===== src/rtl/punc_controller_if.sv =====
// punc_controller_if: bundle between the PUnC control FSM and the PUnC datapath.
//   ir, N, Z, P       : datapath -> controller (instruction register, condition flags)
//   everything else   : controller -> datapath control inputs
// Modports: master = controller side, slave = datapath side.
interface punc_controller_if;
  logic [15:0] ir;
  logic        N, Z, P;
  logic        PC_ld_register, PC_ld_offset, PC_clr, PC_inc, IR_ld;
  logic [2:0]  readCtrAddr;
  logic [15:0] ctrAddr;
  logic        immSelect;
  logic [15:0] immValue;
  logic [2:0]  regFile_r_addr_0, regFile_r_addr_1, regFile_w_addr_0;
  logic        regFile_w_en;
  logic [2:0]  selectALU;
  logic        modCond;
  logic [2:0]  W_dataSelect_RF;
  logic [15:0] LOAD_offset;
  logic        memWriteEn;
  logic [1:0]  W_addrSelect_M;
  logic [15:0] WRITE_offset;
  logic        halted;

  modport master (
    input  ir, N, Z, P,
    output PC_ld_register, PC_ld_offset, PC_clr, PC_inc, IR_ld, readCtrAddr, ctrAddr,
           immSelect, immValue, regFile_r_addr_0, regFile_r_addr_1, regFile_w_addr_0,
           regFile_w_en, selectALU, modCond, W_dataSelect_RF, LOAD_offset, memWriteEn,
           W_addrSelect_M, WRITE_offset, halted
  );

  modport slave (
    output ir, N, Z, P,
    input  PC_ld_register, PC_ld_offset, PC_clr, PC_inc, IR_ld, readCtrAddr, ctrAddr,
           immSelect, immValue, regFile_r_addr_0, regFile_r_addr_1, regFile_w_addr_0,
           regFile_w_en, selectALU, modCond, W_dataSelect_RF, LOAD_offset, memWriteEn,
           W_addrSelect_M, WRITE_offset, halted
  );
endinterface


===== src/rtl/punc_controller.sv =====
// punc_controller: control FSM for the PUnC LC3 processor.
// Fetch / decode / multi-cycle execute for ADD AND NOT BR JMP JSR(R) LD LDI LDR
// LEA ST STI STR and HALT; opcodes 1000 and 1101 execute as NOPs.
// Ports:
//   clk          clock
//   rst          synchronous active-high reset
//   bus          punc_controller_if.master (ir/flags in, all datapath controls out)
//   instr_count  16-bit DECODE-cycle counter, only with PUNC_INSTR_COUNT_EN defined
// Optional feature macro: PUNC_INSTR_COUNT_EN.
module punc_controller #(
  parameter logic [2:0] R7_ADDR = 3'd7
) (
  input  logic clk,
  input  logic rst,
`ifdef PUNC_INSTR_COUNT_EN
  output logic [15:0] instr_count,
`endif
  punc_controller_if.master bus
);
  typedef enum logic [2:0] {
    S_RESET, S_FETCH, S_DECODE, S_EX1, S_EX2, S_EX3, S_SETCC, S_HALT
  } state_t;

  localparam logic [3:0] OP_BR = 4'h0, OP_ADD = 4'h1, OP_LD  = 4'h2, OP_ST   = 4'h3,
                         OP_JSR = 4'h4, OP_AND = 4'h5, OP_LDR = 4'h6, OP_STR = 4'h7,
                         OP_NOT = 4'h9, OP_LDI = 4'hA, OP_STI = 4'hB, OP_JMP = 4'hC,
                         OP_LEA = 4'hE, OP_HALT = 4'hF;

  state_t state, state_nxt;

  logic [3:0]  op;
  logic [2:0]  dr, sr1;
  logic [15:0] imm5, off6, off9, off11;
  logic        br_taken;

  assign op       = bus.ir[15:12];
  assign dr       = bus.ir[11:9];
  assign sr1      = bus.ir[8:6];
  assign imm5     = {{11{bus.ir[4]}},  bus.ir[4:0]};
  assign off6     = {{10{bus.ir[5]}},  bus.ir[5:0]};
  assign off9     = {{7{bus.ir[8]}},   bus.ir[8:0]};
  assign off11    = {{5{bus.ir[10]}},  bus.ir[10:0]};
  assign br_taken = |(bus.ir[11:9] & {bus.N, bus.Z, bus.P});
  assign bus.ctrAddr = 16'h0000;

  always_ff @(posedge clk) begin
    if (rst) state <= S_RESET;
    else     state <= state_nxt;
  end

  always_comb begin
    state_nxt = state;
    case (state)
      S_RESET:  state_nxt = S_FETCH;
      S_FETCH:  state_nxt = S_DECODE;
      S_DECODE: state_nxt = S_EX1;
      S_EX1: begin
        case (op)
          OP_HALT: state_nxt = S_HALT;
          OP_ADD, OP_AND, OP_NOT, OP_JMP, OP_JSR, OP_LD, OP_LDR, OP_LDI,
          OP_ST, OP_STR, OP_STI: state_nxt = S_EX2;
          default: state_nxt = S_FETCH;  // BR, LEA, undefined opcodes
        endcase
      end
      S_EX2: begin
        case (op)
          OP_LD, OP_LDR:  state_nxt = S_SETCC;
          OP_LDI, OP_STI: state_nxt = S_EX3;
          default:        state_nxt = S_FETCH;
        endcase
      end
      S_EX3:   state_nxt = (op == OP_LDI) ? S_SETCC : S_FETCH;
      S_SETCC: state_nxt = S_FETCH;
      S_HALT:  state_nxt = S_HALT;
      default: state_nxt = S_RESET;
    endcase
  end

  always_comb begin
    bus.PC_ld_register   = 1'b0;
    bus.PC_ld_offset     = 1'b0;
    bus.PC_clr           = 1'b0;
    bus.PC_inc           = 1'b0;
    bus.IR_ld            = 1'b0;
    bus.readCtrAddr      = 3'd5;
    bus.immSelect        = 1'b0;
    bus.immValue         = 16'h0000;
    bus.regFile_r_addr_0 = 3'd0;
    bus.regFile_r_addr_1 = 3'd0;
    bus.regFile_w_addr_0 = 3'd0;
    bus.regFile_w_en     = 1'b0;
    bus.selectALU        = 3'd0;
    bus.modCond          = 1'b0;
    bus.W_dataSelect_RF  = 3'd0;
    bus.LOAD_offset      = 16'h0000;
    bus.memWriteEn       = 1'b0;
    bus.W_addrSelect_M   = 2'd3;
    bus.WRITE_offset     = 16'h0000;
    bus.halted           = 1'b0;
    case (state)
      S_RESET:  bus.PC_clr = 1'b1;
      S_FETCH:  bus.readCtrAddr = 3'd0;
      S_DECODE: begin
        bus.IR_ld  = 1'b1;
        bus.PC_inc = 1'b1;
      end
      S_EX1, S_EX2: begin
        case (op)
          OP_ADD, OP_AND, OP_NOT: begin
            // ALU selects held across both cycles; EX2 adds the writeback.
            bus.regFile_r_addr_0 = sr1;
            bus.regFile_r_addr_1 = bus.ir[2:0];
            bus.immSelect        = bus.ir[5];
            bus.immValue         = imm5;
            bus.selectALU        = (op == OP_ADD) ? 3'd0 : (op == OP_AND) ? 3'd1 : 3'd2;
            if (state == S_EX2) begin
              bus.regFile_w_addr_0 = dr;
              bus.regFile_w_en     = 1'b1;
              bus.modCond          = 1'b1;
            end
          end
          OP_BR: if (state == S_EX1 && br_taken) begin
            bus.PC_ld_offset = 1'b1;
            bus.WRITE_offset = off9;
          end
          OP_JMP: begin
            if (state == S_EX1) bus.regFile_r_addr_0 = sr1;
            else                bus.PC_ld_register   = 1'b1;
          end
          OP_JSR: begin
            // Link is written first, so JSRR R7 jumps to the fresh return address.
            if (state == S_EX1) begin
              bus.regFile_w_addr_0 = R7_ADDR;
              bus.W_dataSelect_RF  = 3'd2;
              bus.regFile_w_en     = 1'b1;
            end else if (bus.ir[11]) begin
              bus.PC_ld_offset = 1'b1;
              bus.WRITE_offset = off11;
            end else begin
              bus.regFile_r_addr_0 = sr1;
              bus.PC_ld_register   = 1'b1;
            end
          end
          OP_LEA: if (state == S_EX1) begin
            bus.regFile_w_addr_0 = dr;
            bus.W_dataSelect_RF  = 3'd3;
            bus.LOAD_offset      = off9;
            bus.regFile_w_en     = 1'b1;
          end
          OP_LD, OP_LDR: begin
            if (state == S_EX1) begin
              bus.readCtrAddr = (op == OP_LD) ? 3'd2 : 3'd4;
              bus.LOAD_offset = (op == OP_LD) ? off9 : off6;
              if (op == OP_LDR) bus.regFile_r_addr_0 = sr1;
            end else begin
              bus.W_dataSelect_RF  = 3'd1;
              bus.regFile_w_addr_0 = dr;
              bus.regFile_w_en     = 1'b1;
            end
          end
          OP_LDI, OP_STI: begin
            // Pointer fetch; the second read (LDI) or address latch (STI) follows.
            if (state == S_EX1) begin
              bus.readCtrAddr = 3'd2;
              bus.LOAD_offset = off9;
            end else if (op == OP_LDI) bus.readCtrAddr    = 3'd3;
            else                       bus.W_addrSelect_M = 2'd2;
          end
          OP_ST: begin
            bus.regFile_r_addr_0 = dr;
            bus.selectALU        = 3'd4;
            bus.W_addrSelect_M   = 2'd0;
            bus.WRITE_offset     = off9;
            bus.memWriteEn       = (state == S_EX2);
          end
          OP_STR: begin
            // EX1 latches the base+offset address; EX2 routes the source and writes.
            if (state == S_EX1) begin
              bus.regFile_r_addr_0 = sr1;
              bus.W_addrSelect_M   = 2'd1;
              bus.WRITE_offset     = off6;
            end else begin
              bus.regFile_r_addr_0 = dr;
              bus.selectALU        = 3'd4;
              bus.memWriteEn       = 1'b1;
            end
          end
          default: ;
        endcase
      end
      S_EX3: begin
        if (op == OP_LDI) begin
          bus.W_dataSelect_RF  = 3'd1;
          bus.regFile_w_addr_0 = dr;
          bus.regFile_w_en     = 1'b1;
        end else begin
          bus.regFile_r_addr_0 = dr;
          bus.selectALU        = 3'd4;
          bus.memWriteEn       = 1'b1;
        end
      end
      S_SETCC: begin
        bus.regFile_r_addr_0 = dr;
        bus.selectALU        = 3'd4;
        bus.modCond          = 1'b1;
      end
      S_HALT:  bus.halted = 1'b1;
      default: ;
    endcase
  end

`ifdef PUNC_INSTR_COUNT_EN
  always_ff @(posedge clk) begin
    if (rst)                    instr_count <= 16'h0000;
    else if (state == S_DECODE) instr_count <= instr_count + 16'h0001;
  end
`endif
endmodule

===== src/flat_wrapper.sv =====
// flat-port wrapper written by rule: the top's interface ports become plain ports
module punc_controller_flat 
#(
  parameter logic [2:0] R7_ADDR = 3'd7
)
  (clk, rst, bus_ir, bus_N, bus_Z, bus_P, bus_PC_ld_register, bus_PC_ld_offset, bus_PC_clr, bus_PC_inc, bus_IR_ld, bus_readCtrAddr, bus_ctrAddr, bus_immSelect, bus_immValue, bus_regFile_r_addr_0, bus_regFile_r_addr_1, bus_regFile_w_addr_0, bus_regFile_w_en, bus_selectALU, bus_modCond, bus_W_dataSelect_RF, bus_LOAD_offset, bus_memWriteEn, bus_W_addrSelect_M, bus_WRITE_offset, bus_halted);
  punc_controller_if bus_i ();
  input  logic clk;
  input  logic rst;
  input wire logic [$bits(bus_i.ir)-1:0] bus_ir;
  input wire logic [$bits(bus_i.N)-1:0] bus_N;
  input wire logic [$bits(bus_i.Z)-1:0] bus_Z;
  input wire logic [$bits(bus_i.P)-1:0] bus_P;
  output wire logic [$bits(bus_i.PC_ld_register)-1:0] bus_PC_ld_register;
  output wire logic [$bits(bus_i.PC_ld_offset)-1:0] bus_PC_ld_offset;
  output wire logic [$bits(bus_i.PC_clr)-1:0] bus_PC_clr;
  output wire logic [$bits(bus_i.PC_inc)-1:0] bus_PC_inc;
  output wire logic [$bits(bus_i.IR_ld)-1:0] bus_IR_ld;
  output wire logic [$bits(bus_i.readCtrAddr)-1:0] bus_readCtrAddr;
  output wire logic [$bits(bus_i.ctrAddr)-1:0] bus_ctrAddr;
  output wire logic [$bits(bus_i.immSelect)-1:0] bus_immSelect;
  output wire logic [$bits(bus_i.immValue)-1:0] bus_immValue;
  output wire logic [$bits(bus_i.regFile_r_addr_0)-1:0] bus_regFile_r_addr_0;
  output wire logic [$bits(bus_i.regFile_r_addr_1)-1:0] bus_regFile_r_addr_1;
  output wire logic [$bits(bus_i.regFile_w_addr_0)-1:0] bus_regFile_w_addr_0;
  output wire logic [$bits(bus_i.regFile_w_en)-1:0] bus_regFile_w_en;
  output wire logic [$bits(bus_i.selectALU)-1:0] bus_selectALU;
  output wire logic [$bits(bus_i.modCond)-1:0] bus_modCond;
  output wire logic [$bits(bus_i.W_dataSelect_RF)-1:0] bus_W_dataSelect_RF;
  output wire logic [$bits(bus_i.LOAD_offset)-1:0] bus_LOAD_offset;
  output wire logic [$bits(bus_i.memWriteEn)-1:0] bus_memWriteEn;
  output wire logic [$bits(bus_i.W_addrSelect_M)-1:0] bus_W_addrSelect_M;
  output wire logic [$bits(bus_i.WRITE_offset)-1:0] bus_WRITE_offset;
  output wire logic [$bits(bus_i.halted)-1:0] bus_halted;
  assign bus_i.ir = bus_ir;
  assign bus_i.N = bus_N;
  assign bus_i.Z = bus_Z;
  assign bus_i.P = bus_P;
  assign bus_PC_ld_register = bus_i.PC_ld_register;
  assign bus_PC_ld_offset = bus_i.PC_ld_offset;
  assign bus_PC_clr = bus_i.PC_clr;
  assign bus_PC_inc = bus_i.PC_inc;
  assign bus_IR_ld = bus_i.IR_ld;
  assign bus_readCtrAddr = bus_i.readCtrAddr;
  assign bus_ctrAddr = bus_i.ctrAddr;
  assign bus_immSelect = bus_i.immSelect;
  assign bus_immValue = bus_i.immValue;
  assign bus_regFile_r_addr_0 = bus_i.regFile_r_addr_0;
  assign bus_regFile_r_addr_1 = bus_i.regFile_r_addr_1;
  assign bus_regFile_w_addr_0 = bus_i.regFile_w_addr_0;
  assign bus_regFile_w_en = bus_i.regFile_w_en;
  assign bus_selectALU = bus_i.selectALU;
  assign bus_modCond = bus_i.modCond;
  assign bus_W_dataSelect_RF = bus_i.W_dataSelect_RF;
  assign bus_LOAD_offset = bus_i.LOAD_offset;
  assign bus_memWriteEn = bus_i.memWriteEn;
  assign bus_W_addrSelect_M = bus_i.W_addrSelect_M;
  assign bus_WRITE_offset = bus_i.WRITE_offset;
  assign bus_halted = bus_i.halted;
  punc_controller #(.R7_ADDR(R7_ADDR)) u_core (.clk(clk), .rst(rst), .bus(bus_i));
endmodule

===== config.mk =====
export PLATFORM = sky130hd
export DESIGN_NAME = punc_controller_flat
export DESIGN_NICKNAME = d
export VERILOG_FILES = /design/src/rtl/punc_controller_if.sv /design/src/rtl/punc_controller.sv /design/src/flat_wrapper.sv
export SDC_FILE = /design/constraint.sdc
export NUM_CORES = 1
export LEC_CHECK = 0
export ABC_AREA = 1
export CAP_MARGIN = 30
export CORE_MARGIN = 2
export CORE_UTILIZATION = 40
export DETAILED_ROUTE_END_ITERATION = 16
export GPL_TIMING_DRIVEN = 0
export PLACE_DENSITY = 0.93
export SLEW_MARGIN = 20
export SYNTH_ARGS = -nofsm -noshare
export SYNTH_HDL_FRONTEND = slang
export SYNTH_SLANG_ARGS = --single-unit

===== constraint.sdc =====
create_clock -name clk -period 5.4 [get_ports clk]
set_input_delay 1.62 -clock clk [delete_from_list [all_inputs] [get_ports clk]]
set_output_delay 1.62 -clock clk [all_outputs]
set_load 0.02 [all_outputs]

==> metrics.yaml <==
worst_hold_path:
  hold_path_end: "u_core.state[1]"
  hold_start: "u_core.state[1]"
  min_path_type: "reg -> reg"
  min_path_cells: 4
power_and_ir_drop:
  p_leak_nw: 1.96
  peakVddDrop_mv: 0.106
  power_density_nw_per_um2: 83.4
synth:
  yosysUniqueCellTypes: 29
  yosysTopAreaCell: "buf_4"
  syn_avg_cell_area_um2: 5.31
  synth_area_leaders: "buf_4, nand2_1, nand3_1"
  ys.warnings.count: 0
  synth_cells: 326
  synth.most_common_cell: "nand2_1"
  synthTopCellsByCount: "nand2_1, buf_4, nor2_1, inv_1, nand3_1"
  ys_seq_area_share_pct: 3.47
  synth_edf_count: 0
  yosys.area.top_type_share_pct: 20.0
  synth_seq_cells: 3
  async_flop_share_pct: 0
  synth_flop_cell: "dfxtp_1"
  syn_area_um2: 1730
cells_and_area:
  n_antenna_cell: 0
  reg_top3: "u_core.state x3"
  syn_to_final_growth_pct: 70.2
  largest_register_ffs: 3
  fillCellCount: 357
  regMostFlops: "u_core.state"
  drive_gt1_share_pct: 24.2
  nets: 475
clock_network:
  cts_tree: "built"
  clk_path_buf_depth: 2
  htreeDepth: 1
  cts-buffers-inserted: 3
  cts.reportedPaths.clkPinSlew_ns: 0.03
  insertion_delay_ns: 0.22
  cts_root_buf: "clkbuf_8"
  cts.sinks: 3
placed_design:
  place_ws_ns: -0.740
  place_congestion: 0.986
  dp_hpwl_mm: 4.68
  port-buffer-count: 96
worst_setup_path:
  r2r-end: "u_core.state[2]"
  r2r_cells: 8
  cp-start-kind: "input pin"
  timing.rr.start: "u_core.state[0]"
  rrSetupSlack_ns: 4.03
  criticalPathCategory: "in -> out"
  arrival_ns: 3.72
  crit_required_ns: 3.78
  critPathCaptureType: "output pin"
  critPathMaxFanout: 8
die:
  pin_count: 115
  dieArea_um2: 4870
  row_count: 23
  die_w_um: 69.8
  die_h_um: 69.8
  core_area_um2: 4090
  initial_core_util_pct: 42.3
global_routing:
  antenna_found_initial: 0
  grt_start_max_net_pins: 11
  grt_overflow: 0
  track_usage_pct: 23.2
  grt_pass1_wl_mm: 9.71
  grt_pass1_vias: 2221
route:
  ant_nets: 0
  dr.pass1.iters: 6
  route.vias.total: 2437
  wirelength_mm: 6.04
  routedWlPerCell_um: 12.1
  drc: 0
  avgViaCountPerCell: 4.90
  drt-initial-drc-count: 249
timing:
  clock_skew_ns: 0.00458
  finalHoldViolCount: 0
  setup_viol: 0
  fmax_mhz: 187
  period_share_pct: 98.8
  report.final.slew_viol_count: 0
  setup_ws_ns: 0.0650
  rsz0062_at_grt: "yes"
  hold-worst-slack_ns: 0.798
  fin_crit_ns: 5.34
job:
  drv_cap: 0
outcome:
  status: "finished, final reports clean"
logic make-up after synthesis:
kind of cell	share of synthesized area [%]
flops	3.47
simple gates	52.5
buf+inv	32.4
fa+ha+maj	4.34
other cells	0.217
compound gates	7.09
where the power goes:
group | leakage [nW] | internal [mW] | switching (mW)
sequential | 0.0247 | 0.0241 | 0.00126
combinational | 1.91 | 0.0605 | 0.0925
clock | 0.0228 | 0.0505 | 0.0169
cells in the final DEF (no fill, tap or decap), types with 2 or more instances in the layout:
| cell type | netlist | routed |
|---|---|---|
| nand3_2 | 1 | 2 |
| clkdlybuf4s50_1 | 0 | 44 |
| nor2_2 | 5 | 4 |
| clkbuf_8 | 0 | 3 |
| ha_2 | 0 | 3 |
| buf_6 | 3 | 3 |
| nand2_1 | 86 | 84 |
| o21ai_0 | 12 | 10 |
| inv_2 | 7 | 7 |
| nand2_2 | 5 | 7 |
| dfxtp_1 | 3 | 3 |
| buf_4 | 46 | 56 |
| nor2_4 | 2 | 5 |
| o21ai_1 | 3 | 4 |
| buf_2 | 3 | 3 |
| clkbuf_2 | 0 | 5 |
| inv_1 | 36 | 36 |
| nand4_1 | 6 | 6 |
| dlymetal6s2s_1 | 0 | 19 |
| ha_1 | 6 | 3 |
| nor3_1 | 12 | 11 |
| nand3_1 | 33 | 32 |
| nor2_1 | 39 | 37 |
| dlygate4sd2_1 | 0 | 23 |
| conb_1 | 1 | 17 |
| and2_1 | 2 | 2 |
| a21oi_1 | 3 | 3 |
| nor3_2 | 5 | 5 |
per-layer routing:
metal / vias to the layer above / share of wire [%] / global-route usage [%]
met3: 6 / 12 / 5.52
met4: 0 / 0.93 / 5.34
li1: 1206 / - / -
met5: - / 0 / 0
met1: 1067 / 38 / 27.6
met2: 158 / 49 / 41.6
worst max path at each step:
stage,from,endpoint,slack [ns],cells past startpoint
2_1_floorplan,bus_ir[12],bus_LOAD_offset[10],0.25,7
3_3_place_gp,bus_ir[12],bus_LOAD_offset[15],-0.70,9
3_5_place_dp,bus_ir[12],bus_LOAD_offset[9],-0.74,9
4_1_cts,bus_ir[13],bus_readCtrAddr[1],0.002,8
5_1_grt,bus_ir[12],bus_LOAD_offset[10],-0.05,11
6_report,bus_ir[12],bus_LOAD_offset[12],0.06,11
through the flow:
stage	util, %	cells	power (mW)	TNS, ns	cell area, µm²
2_1_floorplan	-	342	0.120	0	1790
3_3_place_gp	68.9	488	0.170	-14.47	2810
3_5_place_dp	69.0	489	0.173	-12.00	2820
4_1_cts	70.0	493	0.241	0	2860
5_1_grt	72.1	497	0.261	-0.116	2950
6_report	72.1	497	0.246	0	2950
repair_timing:
item | CTS | global route
pin swaps | 0 | 2
buffers inserted | 0 | 4
setup endpoints to repair | 52 | 33
hold buffers | 0 | 0
hold endpoints to repair | 0 | 0
gates resized for setup | 46 | 40
area by class of cell:
cell class / instances / area (µm²) / area share [%]
Sequential cell: 3 / 60.1 / 2.04
Multi-Input combinational cell: 243 / 1240 / 42.0
Inverter: 44 / 166 / 5.65
Buffer: 52 / 394 / 13.4
Clock buffer: 4 / 45.0 / 1.53
Tap cell: 50 / 62.6 / 2.12
Timing Repair Buffer: 101 / 980 / 33.3
critical path, cell delays in order:
cell	delay (ns)
clkdlybuf4s50_1	0.45
inv_1	0.14
ha_2	0.26
inv_2	0.09
nor2_4	0.16
inv_1	0.09
nand2_2	0.14
nand3_1	0.14
o21ai_4	0.14
buf_4	0.15
dlygate4sd2_1	0.32
No activity file was read; power rests on OpenSTA's default activity.
